--- src/rtl/mem_access_unit.sv ---
// Data-bus access unit: IDLE->BUSY->DONE handshake, store lane steering, load formatting.
// Optional misaligned trap is built in when MEM_MISALIGN_TRAP_EN is defined.
module mem_access_unit (
   input  logic        clk,
   input  logic        rst,
   input  logic [31:0] mem_result,
   input  logic [31:0] mem_op2_selected,
   input  logic        mem_memory_write,
   input  logic [2:0]  mem_memory_load_type,
   input  logic [1:0]  mem_memory_store_type,
   input  logic        mem_wb_load,
   output logic        stall,
   output logic [31:0] load_data,
   output logic        load_valid,
   output logic        misaligned,
   output logic        dbus_req,
   output logic        dbus_we,
   output logic [31:0] dbus_addr,
   output logic [31:0] dbus_wdata,
   output logic [3:0]  dbus_be,
   input  logic        dbus_ack,
   input  logic [31:0] dbus_rdata
);

   localparam logic [2:0] LD_LB  = 3'b000;
   localparam logic [2:0] LD_LH  = 3'b001;
   localparam logic [2:0] LD_LW  = 3'b010;
   localparam logic [2:0] LD_LBU = 3'b011;
   localparam logic [2:0] LD_LHU = 3'b100;
   localparam logic [1:0] ST_SB  = 2'b01;
   localparam logic [1:0] ST_SH  = 2'b10;
   localparam logic [1:0] ST_SW  = 2'b11;

   typedef enum logic [1:0] {IDLE, BUSY, DONE} state_t;
   state_t state;

   logic        is_store, is_load, pending, acc_half, acc_word, mis_acc;
   logic [1:0]  off, eff_off;
   logic [3:0]  st_be;
   logic [31:0] st_wdata;
   logic        ld_q;
   logic [2:0]  ld_type_q;
   logic [1:0]  ld_off_q;

   function automatic logic [31:0] fmt_load(input logic [2:0] t, input logic [1:0] o,
                                            input logic [31:0] d);
      logic [31:0] sh;
      sh = d >> {o, 3'b000};
      case (t)
         LD_LB:   return {{24{sh[7]}}, sh[7:0]};
         LD_LBU:  return {24'h0, sh[7:0]};
         LD_LH:   return {{16{sh[15]}}, sh[15:0]};
         LD_LHU:  return {16'h0, sh[15:0]};
         default: return d;
      endcase
   endfunction

   always_comb begin
      off      = mem_result[1:0];
      is_store = mem_memory_write && (mem_memory_store_type != 2'b00);
      is_load  = mem_wb_load && (mem_memory_load_type <= LD_LHU);
      pending  = is_store || is_load;
      // A pending store owns the cycle, so size is taken from the store type then.
      if (is_store) begin
         acc_half = (mem_memory_store_type == ST_SH);
         acc_word = (mem_memory_store_type == ST_SW);
      end else begin
         acc_half = (mem_memory_load_type == LD_LH) || (mem_memory_load_type == LD_LHU);
         acc_word = (mem_memory_load_type == LD_LW);
      end
      eff_off  = acc_word ? 2'b00 : (acc_half ? {off[1], 1'b0} : off);
      st_be    = 4'b1111;
      st_wdata = mem_op2_selected;
      case (mem_memory_store_type)
         ST_SB: begin
            st_be    = 4'b0001 << eff_off;
            st_wdata = {4{mem_op2_selected[7:0]}};
         end
         ST_SH: begin
            st_be    = 4'b0011 << eff_off;
            st_wdata = {2{mem_op2_selected[15:0]}};
         end
         default: ;
      endcase
`ifdef MEM_MISALIGN_TRAP_EN
      mis_acc = (acc_half && off[0]) || (acc_word && (off != 2'b00));
`else
      mis_acc = 1'b0;
`endif
   end

   assign stall = !rst && (((state == IDLE) && pending) || (state == BUSY));

   always_ff @(posedge clk or posedge rst) begin
      if (rst) begin
         state      <= IDLE;
         dbus_req   <= 1'b0;
         dbus_we    <= 1'b0;
         dbus_addr  <= 32'h0;
         dbus_wdata <= 32'h0;
         dbus_be    <= 4'b0000;
         load_data  <= 32'h0;
         load_valid <= 1'b0;
         ld_q       <= 1'b0;
         ld_type_q  <= 3'b000;
         ld_off_q   <= 2'b00;
      end else begin
         case (state)
            IDLE: begin
               if (pending) begin
                  if (mis_acc) begin
                     state <= DONE;
                  end else begin
                     state      <= BUSY;
                     dbus_req   <= 1'b1;
                     dbus_we    <= is_store;
                     dbus_addr  <= {mem_result[31:2], 2'b00};
                     dbus_wdata <= is_store ? st_wdata : 32'h0;
                     dbus_be    <= is_store ? st_be : 4'b1111;
                     ld_q       <= !is_store;
                     ld_type_q  <= mem_memory_load_type;
                     ld_off_q   <= eff_off;
                  end
               end
            end
            BUSY: begin
               if (dbus_ack) begin
                  dbus_req <= 1'b0;
                  state    <= DONE;
                  if (ld_q) begin
                     load_data  <= fmt_load(ld_type_q, ld_off_q, dbus_rdata);
                     load_valid <= 1'b1;
                  end
               end
            end
            default: begin
               // DONE lasts exactly one cycle; the EX/MEM inputs are not looked at here.
               state      <= IDLE;
               load_valid <= 1'b0;
            end
         endcase
      end
   end

`ifdef MEM_MISALIGN_TRAP_EN
   always_ff @(posedge clk or posedge rst) begin
      if (rst)
         misaligned <= 1'b0;
      else
         misaligned <= (state == IDLE) && pending && mis_acc;
   end
`else
   assign misaligned = 1'b0;
`endif

endmodule

--- config.mk ---
export PLATFORM = sky130hd
export DESIGN_NAME = mem_access_unit
export DESIGN_NICKNAME = d
export VERILOG_FILES = /design/src/rtl/mem_access_unit.sv
export SDC_FILE = /design/constraint.sdc
export NUM_CORES = 1
export LEC_CHECK = 0
export ABC_AREA = 1
export CAP_MARGIN = 20
export CORE_MARGIN = 2
export CORE_UTILIZATION = 35
export CTS_CLUSTER_DIAMETER = 60
export CTS_CLUSTER_SIZE = 40
export DETAILED_ROUTE_END_ITERATION = 16
export HOLD_SLACK_MARGIN = 0.06
export PLACE_DENSITY = 0.66
export SYNTH_ARGS = -nofsm -noshare
export SYNTH_HDL_FRONTEND = slang
export SYNTH_SLANG_ARGS = --single-unit
--- constraint.sdc ---
create_clock -name clk -period 7.1 [get_ports clk]
set_clock_uncertainty 0.15 [all_clocks]
set_input_delay 2.13 -clock clk [delete_from_list [all_inputs] [get_ports clk]]
set_output_delay 2.13 -clock clk [all_outputs]
set_load 0.03 [all_outputs]
After elaboration in Yosys (flattened, before gate mapping)
Cells that the tools add are included.
Widths: inputs -> output; s select.
{"block": "classes", "n_lt_le_gt_ge": 1, "eq_ne": 13, "shifts": 3, "muxes": 18, "bitwise": 1, "n_reduce_logical": 18}
{"op": "$pmux 32 s4", "n": 1}
{"op": "$pmux 32 s2", "n": 1}
{"op": "$mux 32", "n": 1}
{"op": "$shr 32x5->16", "n": 1}
{"op": "$reduce_and 3->1", "n": 3}
{"op": "$pmux 4 s2", "n": 1}
{"op": "$mux 1", "n": 7}
{"op": "$eq 3x1->1 const B", "n": 2}
{"op": "$eq 3x2->1 const B", "n": 2}
{"op": "$eq 3x3->1 const B", "n": 2}
{"op": "$mux 2", "n": 3}
{"op": "$ne 2x2->1 const B", "n": 3}
{"op": "$eq 2x1->1 const B", "n": 2}
{"op": "$eq 2x2->1 const B", "n": 2}
{"op": "$logic_and 1x1->1", "n": 4}
{"op": "$mux 4", "n": 1}
{"op": "$pmux 1 s2", "n": 2}
{"op": "$pmux 2 s2", "n": 1}
{"op": "$reduce_and 2->1", "n": 2}
{"op": "$reduce_bool 2->1", "n": 2}
{"op": "$shl 1x2->4 const A", "n": 1}
{"op": "$shl 2x2->4 const A", "n": 1}
{"op": "$le 3x3->1 const B", "n": 1}
{"op": "$logic_not 3->1", "n": 1}
{"op": "other kinds (4)", "n": 7}
{"block": "word_totals", "reg_bits": 109, "inputBits": 106, "output_inout_bits": 105, "elab_cells": 65}

Longest topological paths before layout
Gate-level depths: netlist of the first run.
{"block": "depth", "ltp_word": 8, "depth_mapped": 12, "mapped_depth_nobuf": 12}

Least setup slack after synthesis of the first run
Ideal clock, no wire load.
{"block": "synth_path", "kind": "input to output", "start": "input rst", "end": "output stall", "arrival_time_ns": 4.815, "t_required_ns": 4.820, "slack_ns": 0.005, "cell_stages": 3, "path_buffers": 0, "path_cell_list": "inv_1 nand2_1 inv_1"}
{"block": "synth_between", "elab_chain_len": 2}
{"element": "start: declaration", "line": "5", "source": "input logic rst,"}
{"element": "$logic_not 1->1 (no line)"}
{"element": "$logic_and 1x1->1", "line": "92", "source": "assign stall = !rst && (((state == IDLE) && pending) || (state == BUSY));"}
{"element": "end: declaration", "line": "12", "source": "output logic stall,"}
No other way between the ends.

Worst setup path after layout of the first run
{"block": "layout_path", "start": "input mem_memory_store_type[0]", "end": "output stall"}
{"block": "layout_between", "elab_chain_len": 6}
{"element": "start: declaration", "line": "10", "source": "input logic [1:0] mem_memory_store_type,"}
{"element": "$reduce_bool 2->1", "line": "60", "source": "is_store = mem_memory_write && (mem_memory_store_type != 2'b00);"}
{"element": "$logic_and 1x1->1", "line": "60"}
{"element": "$logic_or 1x1->1", "line": "62", "source": "pending = is_store || is_load;"}
{"element": "$logic_and 1x1->1", "line": "92"}
{"element": "$logic_or 1x1->1", "line": "92"}
{"element": "$logic_and 1x1->1", "line": "92"}
No other way between the ends.

==> results of run 1 <==
## cells in the mapped netlist
| cell | n |
|---|---|
| o21bai_1 | 16 |
| o21ai_0 | 66 |
| nor3_1 | 7 |
| nor2_1 | 64 |
| dfrtp_1 | 109 |
| inv_2 | 3 |
| buf_4 | 6 |
| o21ai_2 | 2 |
| nor2_2 | 1 |
| nand2_2 | 3 |
| buf_1 | 1 |
| o21ai_1 | 15 |
| o211ai_1 | 8 |
| a21oi_1 | 28 |
| conb_1 | 1 |
| nand3_1 | 16 |
| buf_2 | 18 |
| nor2_4 | 1 |
| ha_1 | 4 |
| and2_1 | 1 |
| o22ai_1 | 8 |
| or2_4 | 1 |
| nand2_1 | 239 |
| nor3_4 | 1 |
| inv_4 | 1 |
| buf_6 | 2 |
| inv_1 | 78 |
| clkbuf_1 | 11 |
## power by group
part,switching (uW),internal (uW)
sequential,205,919
clock,263,250
combinational,1290,789
## metal layers
| layer | track usage [%] | vias up | part of all wire [%] |
|---|---|---|---|
| met5 | 0 | - | 0 |
| met2 | 30.2 | 227 | 44 |
| met4 | 6.40 | 0 | 1.4 |
| met1 | 28.0 | 2418 | 44 |
| met3 | 7.64 | 14 | 11 |
| li1 | - | 2599 | - |
## through the flow
step / cells / power (uW) / hold slack, ns
final: 1092 / 3710 / 0.310
after global routing: 1092 / 3970 / 0.332
after CTS: 1092 / 3750 / 0.312
after detailed placement: 1076 / 3220 / 0.301
after global placement: 1076 / 3200 / 0.290
after floorplan: 713 / 2380 / 0.275
## kinds of logic (layout without fill, tap and decap cells)
group                      after synthesis  count (layout)  synth area share [%]
adders and majority gates                4               4                 0.926
other                                    1               3                0.0693
and+or+nand+nor                        334             334                  24.4
DFF                                    109             109                  50.4
buffers and inverters                  120             311                  9.49
AOI/OAI and AO/OA                      143             143                  14.7
## sequential cells by signal, summed over array words and instances, names as in the netlist
| name | flops |
|---|---|
| load_data | 32 |
| ld_q | 1 |
| ld_off_q | 2 |
| ld_type_q | 3 |
| dbus_req | 1 |
| dbus_addr | 30 |
| state | 2 |
| load_valid | 1 |
| dbus_be | 4 |
| dbus_we | 1 |
| dbus_wdata | 32 |
## worst max-delay path: stages
cell and delay [ns]:
clkdlybuf4s50_1 0.51, inv_1 0.07, ha_1 0.19, inv_1 0.05
nand2_1 0.14, nor2_4 0.13, buf_4 0.25, nor2_4 0.06
nand2_1 0.06, nand2_1 0.05, inv_1 0.04, buf_4 0.15
## worst max-delay path by stage
stage	start	endpoint	slack (ns)	cells past startpoint
3_5_place_dp	mem_memory_store_type[0]	stall	0.98	12
4_1_cts	mem_memory_store_type[0]	stall	0.98	12
2_1_floorplan	rst	stall	0.005	3
5_1_grt	mem_memory_store_type[0]	stall	0.80	12
3_3_place_gp	mem_memory_store_type[0]	stall	1.00	12
6_report	mem_memory_store_type[0]	stall	0.98	12
## final cells by class
type,instances,area share (%)
clock buffer,9,2.86
clock inverter,7,0.985
inverter,82,3.97
multi-input combinational,484,27.7
sequential,109,34.6
tap,188,2.99
timing repair buffer,213,26.9
==> impl_metrics.ini, run 1 <==
[synth]
avgSynthCellArea_um2 = 7.61
ys_warn_count = 0
syn_inst = 711
yosysUniqueCellTypes = 28
synth.cell_area_um2 = 5410
yosys-top-cells-area = dfrtp_1, nand2_1, o21ai_0
seq_area_frac_synth_pct = 50.4
yosysTopAreaCellShare_pct = 50.4
synth_seq_cells = 109
yosys.area.top_type = dfrtp_1

[clocking]
cts-root-buf = clkbuf_16
cts_resized = 0
post_cts_buffers = 0
cts_tree = done
ctsLongestPathBuffers = 2
htreeDepth = 3
clkSlewWorstSetupHoldPaths_ns = 0.08
clk_latency_ns = 0.36
ctsHoldBuffers = 0
cts_buffers = 9
clock_sink_count = 109

[pwr]
ir_drop_mv = 0.279
powerDensity_nw_per_um2 = 472
leakage_uw = 0.00379

[route]
first_pass_iters = 5
drt-total-wl_mm = 16.7
avgRoutedWirePerCell_um = 15.3
drtIter0Drc = 381
vias = 5258
drc = 0
vias_per_cell = 4.82
antenna_left = 0

[die]
die_h_um = 128
ios = 211
std_cell_rows = 45
start_util_pct = 35.7
die_area_um2 = 16500
die_width_um = 128
coreArea_um2 = 15100

[sta]
tightest_slew_ns = 0.938
maxSlewViolCount = 0
finalSetupTns_ns = 0
maxSlewHeadroom_pct = 37.5
hold_violations = 0
setup_slack_ns = 0.985
rsz0062_at_grt = false
setup_viol = 0
timing.final.crit_share_pct = 86.1
fmax_mhz = 164
period_needed_ns = 6.12

[global_routing]
grt_overflow_total = 0
grt_use_total_pct = 20.5
grt_start_max_net_pins = 78
grt_pass1_vias = 4892
grt_pass1_wl_mm = 26.2
antenna_found_initial = 0

[final_layout]
seq_area_um2 = 2730
fin_area_um2 = 7870
final_common_cell = nand2_1
drive_gt1_share_pct = 4.09
area_delta_synth_final_pct = 45.6
num_antenna_cells = 0
final_core_util_pct = 52.0
mostFrequentLayoutCells = nand2_1, clkdlybuf4s50_1, dfrtp_1
multi_input_area_um2 = 2180
fin_nets = 1009
fillers = 1475

[critical_path]
reg2reg_slack_ns = 4.52
crit_path_max_fanout = 19
cp_data_arrival_time_ns = 3.84
cp.required_ns = 4.82
reg2regPathDepth = 8
rr_startpoint = state[1]$_DFFE_PP0P_
start_kind = primary input
end_kind = output port
path_class = in2out
r2r-end = dbus_be[2]$_DFFE_PP0P_

[place]
gp_congestion = 0.830
placed_cell_area_um2 = 7570
numPortBuffers = 207
dp_slack_ns = 0.976
hpwl_mm = 11.7

[hold_path]
whs_path_depth = 1
hp-class = reg2reg
min_from = state[1]$_DFFE_PP0P_
holdPathEnd = load_valid$_DFFE_PP0P_

[outcome]
status = completed

[job]
drv_cap = 0
(Power assumes the default switching activity.)
==> run 2, diff against run 1 <==
--- a/config.mk
+++ b/config.mk
@@ -6,7 +6,9 @@
 export NUM_CORES = 1
 export LEC_CHECK = 0
 export ABC_AREA = 1
+export ABC_CLOCK_PERIOD_IN_PS = 7100
 export CAP_MARGIN = 20
+export CORE_ASPECT_RATIO = 0.6
 export CORE_MARGIN = 2
 export CORE_UTILIZATION = 35
 export CTS_CLUSTER_DIAMETER = 60
==> run 2 against run 1 <==
Fmax decreased by 6.4%. Die area increased by 0.20%. Core utilization decreased by 0.074 points. Critical path depth decreased by 1. Sequential cell count unchanged. Final cell count increased by 1.5%. Wire length increased by 4.7%. Combinational power about the same. Worst setup slack got worse by 0.42 ns. First-iteration DRC count increased by 19%. Critical path type unchanged. Highest routed layer is now met5.
==> impl_metrics.ini, run 2 (synthesis results as in run 1) <==
[clocking]
clk_latency_ns = 0.34
cts_resized = 0
clkSlewWorstSetupHoldPaths_ns = 0.08
post_cts_buffers = 0
htreeDepth = 3
ctsLongestPathBuffers = 2
clock_sink_count = 109
ctsHoldBuffers = 0
cts_buffers = 9
cts_tree = done
cts-root-buf = clkbuf_16

[route]
antenna_left = 0
wl_met3_mm = 2.01
drt-total-wl_mm = 17.5
vias = 5252
vias_per_cell = 4.74
drc = 0
dr_wl_met2_mm = 7.17
first_pass_iters = 5
routed.top_layer = met5
drtIter0Drc = 454
avgRoutedWirePerCell_um = 15.8
wl_met1_mm = 8.24

[global_routing]
grt_start_max_net_pins = 78
grt_use_total_pct = 21.7
grt_pass1_wl_mm = 27.6
grt_overflow_total = 0
antenna_found_initial = 2
grt_pass1_vias = 5099

[die]
coreArea_um2 = 15200
start_util_pct = 35.5
std_cell_rows = 35
die_area_um2 = 16500
die_width_um = 164
die_h_um = 100
ios = 211

[critical_path]
cp.buffers_inverters = 5
reg2reg_slack_ns = 4.63
cp_num_cells = 11
cp_data_arrival_time_ns = 4.25
path_cells = clkdlybuf4s50_1 -> inv_1 -> ha_1 -> inv_1 -> nand2_1 -> nor2_4 -> nor2_4 -> nand2_1 -> nand2_1 -> inv_1 -> clkdlybuf4s50_1
cp.required_ns = 4.82
slowest_delay_ns = 0.66
startpoint = mem_memory_store_type[0]
end_kind = output port
rr_startpoint = state[1]$_DFFE_PP0P_
crit_path_max_fanout = 6
slowest_stage = clkdlybuf4s50_1
crit_family = buffers and inverters
path_class = in2out
reg2regPathDepth = 8
start_kind = primary input

[sta]
whs_ns = 0.303
rsz0062_at_grt = false
fmax_mhz = 153
timing.final.crit_share_pct = 92.0
tightest_slew_ns = 0.980
finalSetupTns_ns = 0
maxSlewViolCount = 0
setup_viol = 0
maxSlewHeadroom_pct = 34.7
hold_violations = 0
period_needed_ns = 6.53

[final_layout]
fin_nets = 1009
reg_top3 = dbus_wdata (32), load_data (32), dbus_addr (30)
stdcell_count = 1108
mostFrequentLayoutCells = nand2_1, clkdlybuf4s50_1, dfrtp_1
final_common_cell = nand2_1
area_delta_synth_final_pct = 46.3
drive_gt1_share_pct = 3.98

[place]
hpwl_mm = 12.6
numPortBuffers = 207
gp_congestion = 0.844
dp.cells = 1091

[outcome]
status = completed

[hold_path]
hp-class = reg2reg
whs_path_depth = 1
min_from = state[1]$_DFFE_PP0P_

[pwr]
leakage_uw = 0.00380
powerDensity_nw_per_um2 = 475
ir_drop_mv = 0.229

[job]
drv_cap = 0
run 2: final timing paths:
kind / endpoint
setup / recovery: stall
hold / removal: load_valid$_DFFE_PP0P_
setup reg to reg: dbus_be[2]$_DFFE_PP0P_
hold reg to reg: load_valid$_DFFE_PP0P_
max in group asynchronous: dbus_wdata[16]$_DFFE_PP0P_
min in group asynchronous: dbus_addr[23]$_DFFE_PP0P_
run 2: where the power goes:
part	leakage (uW)	internal (uW)	switching, uW
combinational	0.00230	790	1290
sequential	0.00134	919	212
clock	0.000154	291	249
run 2: metrics by stage:
stage	area, um^2	total power [uW]	util, %	setup slack (ns)
floorplan	5420	2380	-	0.00461
global placement	7590	3210	49.8	0.610
detailed placement	7590	3220	49.8	0.568
CTS	7910	3790	51.9	0.563
global route	7910	4020	51.9	0.454
finish	7910	3760	51.9	0.566
run 2: per-layer routing:
metal | global-route usage (%) | vias to the layer above
met4 | 3.01 | 2
met2 | 31.3 | 242
li1 | - | 2595
met3 | 8.88 | 6
met1 | 31.1 | 2407
met5 | 0 | -
run 2: area by class of cell:
| type | count | area [um^2] |
|---|---|---|
| well taps | 203 | 254 |
| clock buffers | 10 | 239 |
| repair buffers | 213 | 2120 |
| clock inverters | 6 | 77.6 |
| inverters | 82 | 313 |
| fillers | 1458 | 7330 |
| flip-flops and latches | 109 | 2730 |
| multi-input cells | 484 | 2180 |
| diodes | 1 | 2.50 |
run 2: worst register-to-register path, cell delays in order (launching register included):
cell and delay, ns:
dfrtp_1 0.37, or2_4 0.16, nor2_1 0.04, and2_1 0.15, nor2_4 0.08, buf_4 0.63
inv_2 0.51, nor2_1 0.20, a21oi_1 0.06
==> run 3, diff against run 2 <==
--- a/config.mk
+++ b/config.mk
@@ -11,11 +11,9 @@
 export CORE_ASPECT_RATIO = 0.6
 export CORE_MARGIN = 2
 export CORE_UTILIZATION = 35
-export CTS_CLUSTER_DIAMETER = 60
-export CTS_CLUSTER_SIZE = 40
 export DETAILED_ROUTE_END_ITERATION = 16
 export HOLD_SLACK_MARGIN = 0.06
-export PLACE_DENSITY = 0.66
+export PLACE_DENSITY = 0.64
 export SYNTH_ARGS = -nofsm -noshare
 export SYNTH_HDL_FRONTEND = slang
 export SYNTH_SLANG_ARGS = --single-unit
==> run 3 against run 2 <==
Hold slack better by 0.0092 ns. Critical endpoint unchanged. Core utilization is 0.19 points lower. First-iteration DRC count is 30% lower. Sequential power hardly changed. Total power is 1.3% lower. Non-clock buffer count stayed put. Register-to-register slack hardly changed. Global-route usage is 0.18 points lower.
==> impl_metrics.ini, run 3 (synthesis results as in run 1) <==
[route]
first_pass_iters = 5
drc = 0
vias_per_cell = 4.67
antenna_left = 0
vias = 5170
drt-total-wl_mm = 17.1
avgRoutedWirePerCell_um = 15.5
drtIter0Drc = 320

[critical_path]
cp.required_ns = 4.82
path_class = in2out
rr_startpoint = state[1]$_DFFE_PP0P_
cp_data_arrival_time_ns = 3.66
reg2reg_slack_ns = 4.64
start_kind = primary input
r2r-end = dbus_be[1]$_DFFE_PP0P_
end_kind = output port
reg2regPathDepth = 8
crit_path_max_fanout = 6

[pwr]
leakage_uw = 0.00379
seqPwrFrac_pct = 30.4
ir_drop_mv = 0.224
p_sw_uw = 1750
powerDensity_nw_per_um2 = 470
comb_power_share_pct = 56.3
clkPwrFrac_pct = 13.3
intPower_uw = 1960
p_sw_share_pct = 47.1

[sta]
hold_violations = 0
finalSetupTns_ns = 0
tightest_slew_ns = 0.961
timing.final.crit_share_pct = 83.7
rsz0062_at_grt = false
maxSlewViolCount = 0
period_needed_ns = 5.94
maxSlewHeadroom_pct = 35.9
setup_viol = 0
fmax_mhz = 168

[place]
hpwl_mm = 12.3
numPortBuffers = 207
gp_congestion = 0.808

[die]
start_util_pct = 35.5
die_width_um = 164
std_cell_rows = 35
die_area_um2 = 16500
die_h_um = 100
coreArea_um2 = 15200
ios = 211

[outcome]
status = completed

[global_routing]
grt_pass1_wl_mm = 27.4
top_usage_layer = met1
gr-usage-met1_pct = 31.6
met2_usage_pct = 29.9
grt_pass1_vias = 5067
grt_start_max_net_pins = 78
grt_overflow_total = 0
grt_use_total_pct = 21.5
grt_util_met3_pct = 8.64
antenna_found_initial = 1

[hold_path]
whs_path_depth = 1
holdPathEnd = load_valid$_DFFE_PP0P_
hp-class = reg2reg
min_from = state[1]$_DFFE_PP0P_

[final_layout]
reg_top3 = dbus_wdata (32), load_data (32), dbus_addr (30)
final_common_cell = nand2_1
area_delta_synth_final_pct = 45.7
drive_gt1_share_pct = 3.98
mostFrequentLayoutCells = nand2_1, clkdlybuf4s50_1, dfrtp_1
fin_nets = 1009
final_core_util_pct = 51.7
num_antenna_cells = 0

[clocking]
clock_sink_count = 109
cts_tree = done
cts-root-buf = clkbuf_16
cts_resized = 0
ctsHoldBuffers = 0
clk_latency_ns = 0.34
post_cts_buffers = 0
htreeDepth = 3
clkSlewWorstSetupHoldPaths_ns = 0.08
cts_buffers = 9
ctsLongestPathBuffers = 2

[job]
drv_cap = 0
[run 3: cell count changes in the layout (fill, tap and decap cells not counted)]
cell,change
clkinv_2,+1
buf_12,+1
clkinvlp_4,-1
bufinv_16,-1
inv_8,-1
diode_2,-1
clkbuf_1,+1
clkdlybuf4s50_1,-1
clkbuf_8,-1
inv_6,+2
[run 3: worst max path at each step]
stage,start,endpoint,cells past startpoint
2_1_floorplan,rst,stall,3
3_3_place_gp,mem_memory_store_type[0],stall,11
3_5_place_dp,mem_memory_store_type[0],stall,11
4_1_cts,mem_memory_store_type[0],stall,11
5_1_grt,mem_memory_store_type[1],stall,11
6_report,mem_memory_store_type[0],stall,11
[run 3: area by class of cell]
type	count	area, um^2
fillers	1491	7360
flip-flops and latches	109	2730
clock buffers	10	229
inverters	82	313
repair buffers	213	2130
well taps	203	254
clock inverters	6	51.3
multi-input cells	484	2180
[run 3: through the flow]
| stage | power (uW) | hold WS [ns] | cells | area (um^2) | setup slack, ns |
|---|---|---|---|---|---|
| CTS | 3740 | 0.316 | 1107 | 7880 | 1.16 |
| global placement | 3230 | 0.300 | 1091 | 7600 | 1.19 |
| finish | 3710 | 0.313 | 1107 | 7880 | 1.16 |
| floorplan | 2380 | 0.275 | 713 | 5420 | 0.00461 |
| global route | 3980 | 0.345 | 1107 | 7880 | 1.04 |
| detailed placement | 3230 | 0.301 | 1091 | 7600 | 1.16 |
[run 3: critical path: stages]
cell,delay (ns)
clkdlybuf4s50_1,0.50
inv_1,0.08
ha_1,0.19
inv_1,0.05
nand2_1,0.15
nor2_4,0.18
nor2_4,0.05
nand2_1,0.05
nand2_1,0.05
inv_1,0.09
buf_12,0.13
[run 3: layer usage]
layer / vias up / share of wire [%]
met1: 2379 / 50
li1: 2599 / -
met4: 2 / 0.73
met3: 13 / 10
met2: 177 / 39
met5: - / 0.076
[run 3: power by group through the flow]
stage	logic [uW]	clock network, uW	registers, uW
final	2090	494	1130
after global routing	2280	535	1170
after CTS	2110	509	1130
after detailed placement	2100	0	1120
after global placement	2100	0	1130
after floorplan	740	0	1640
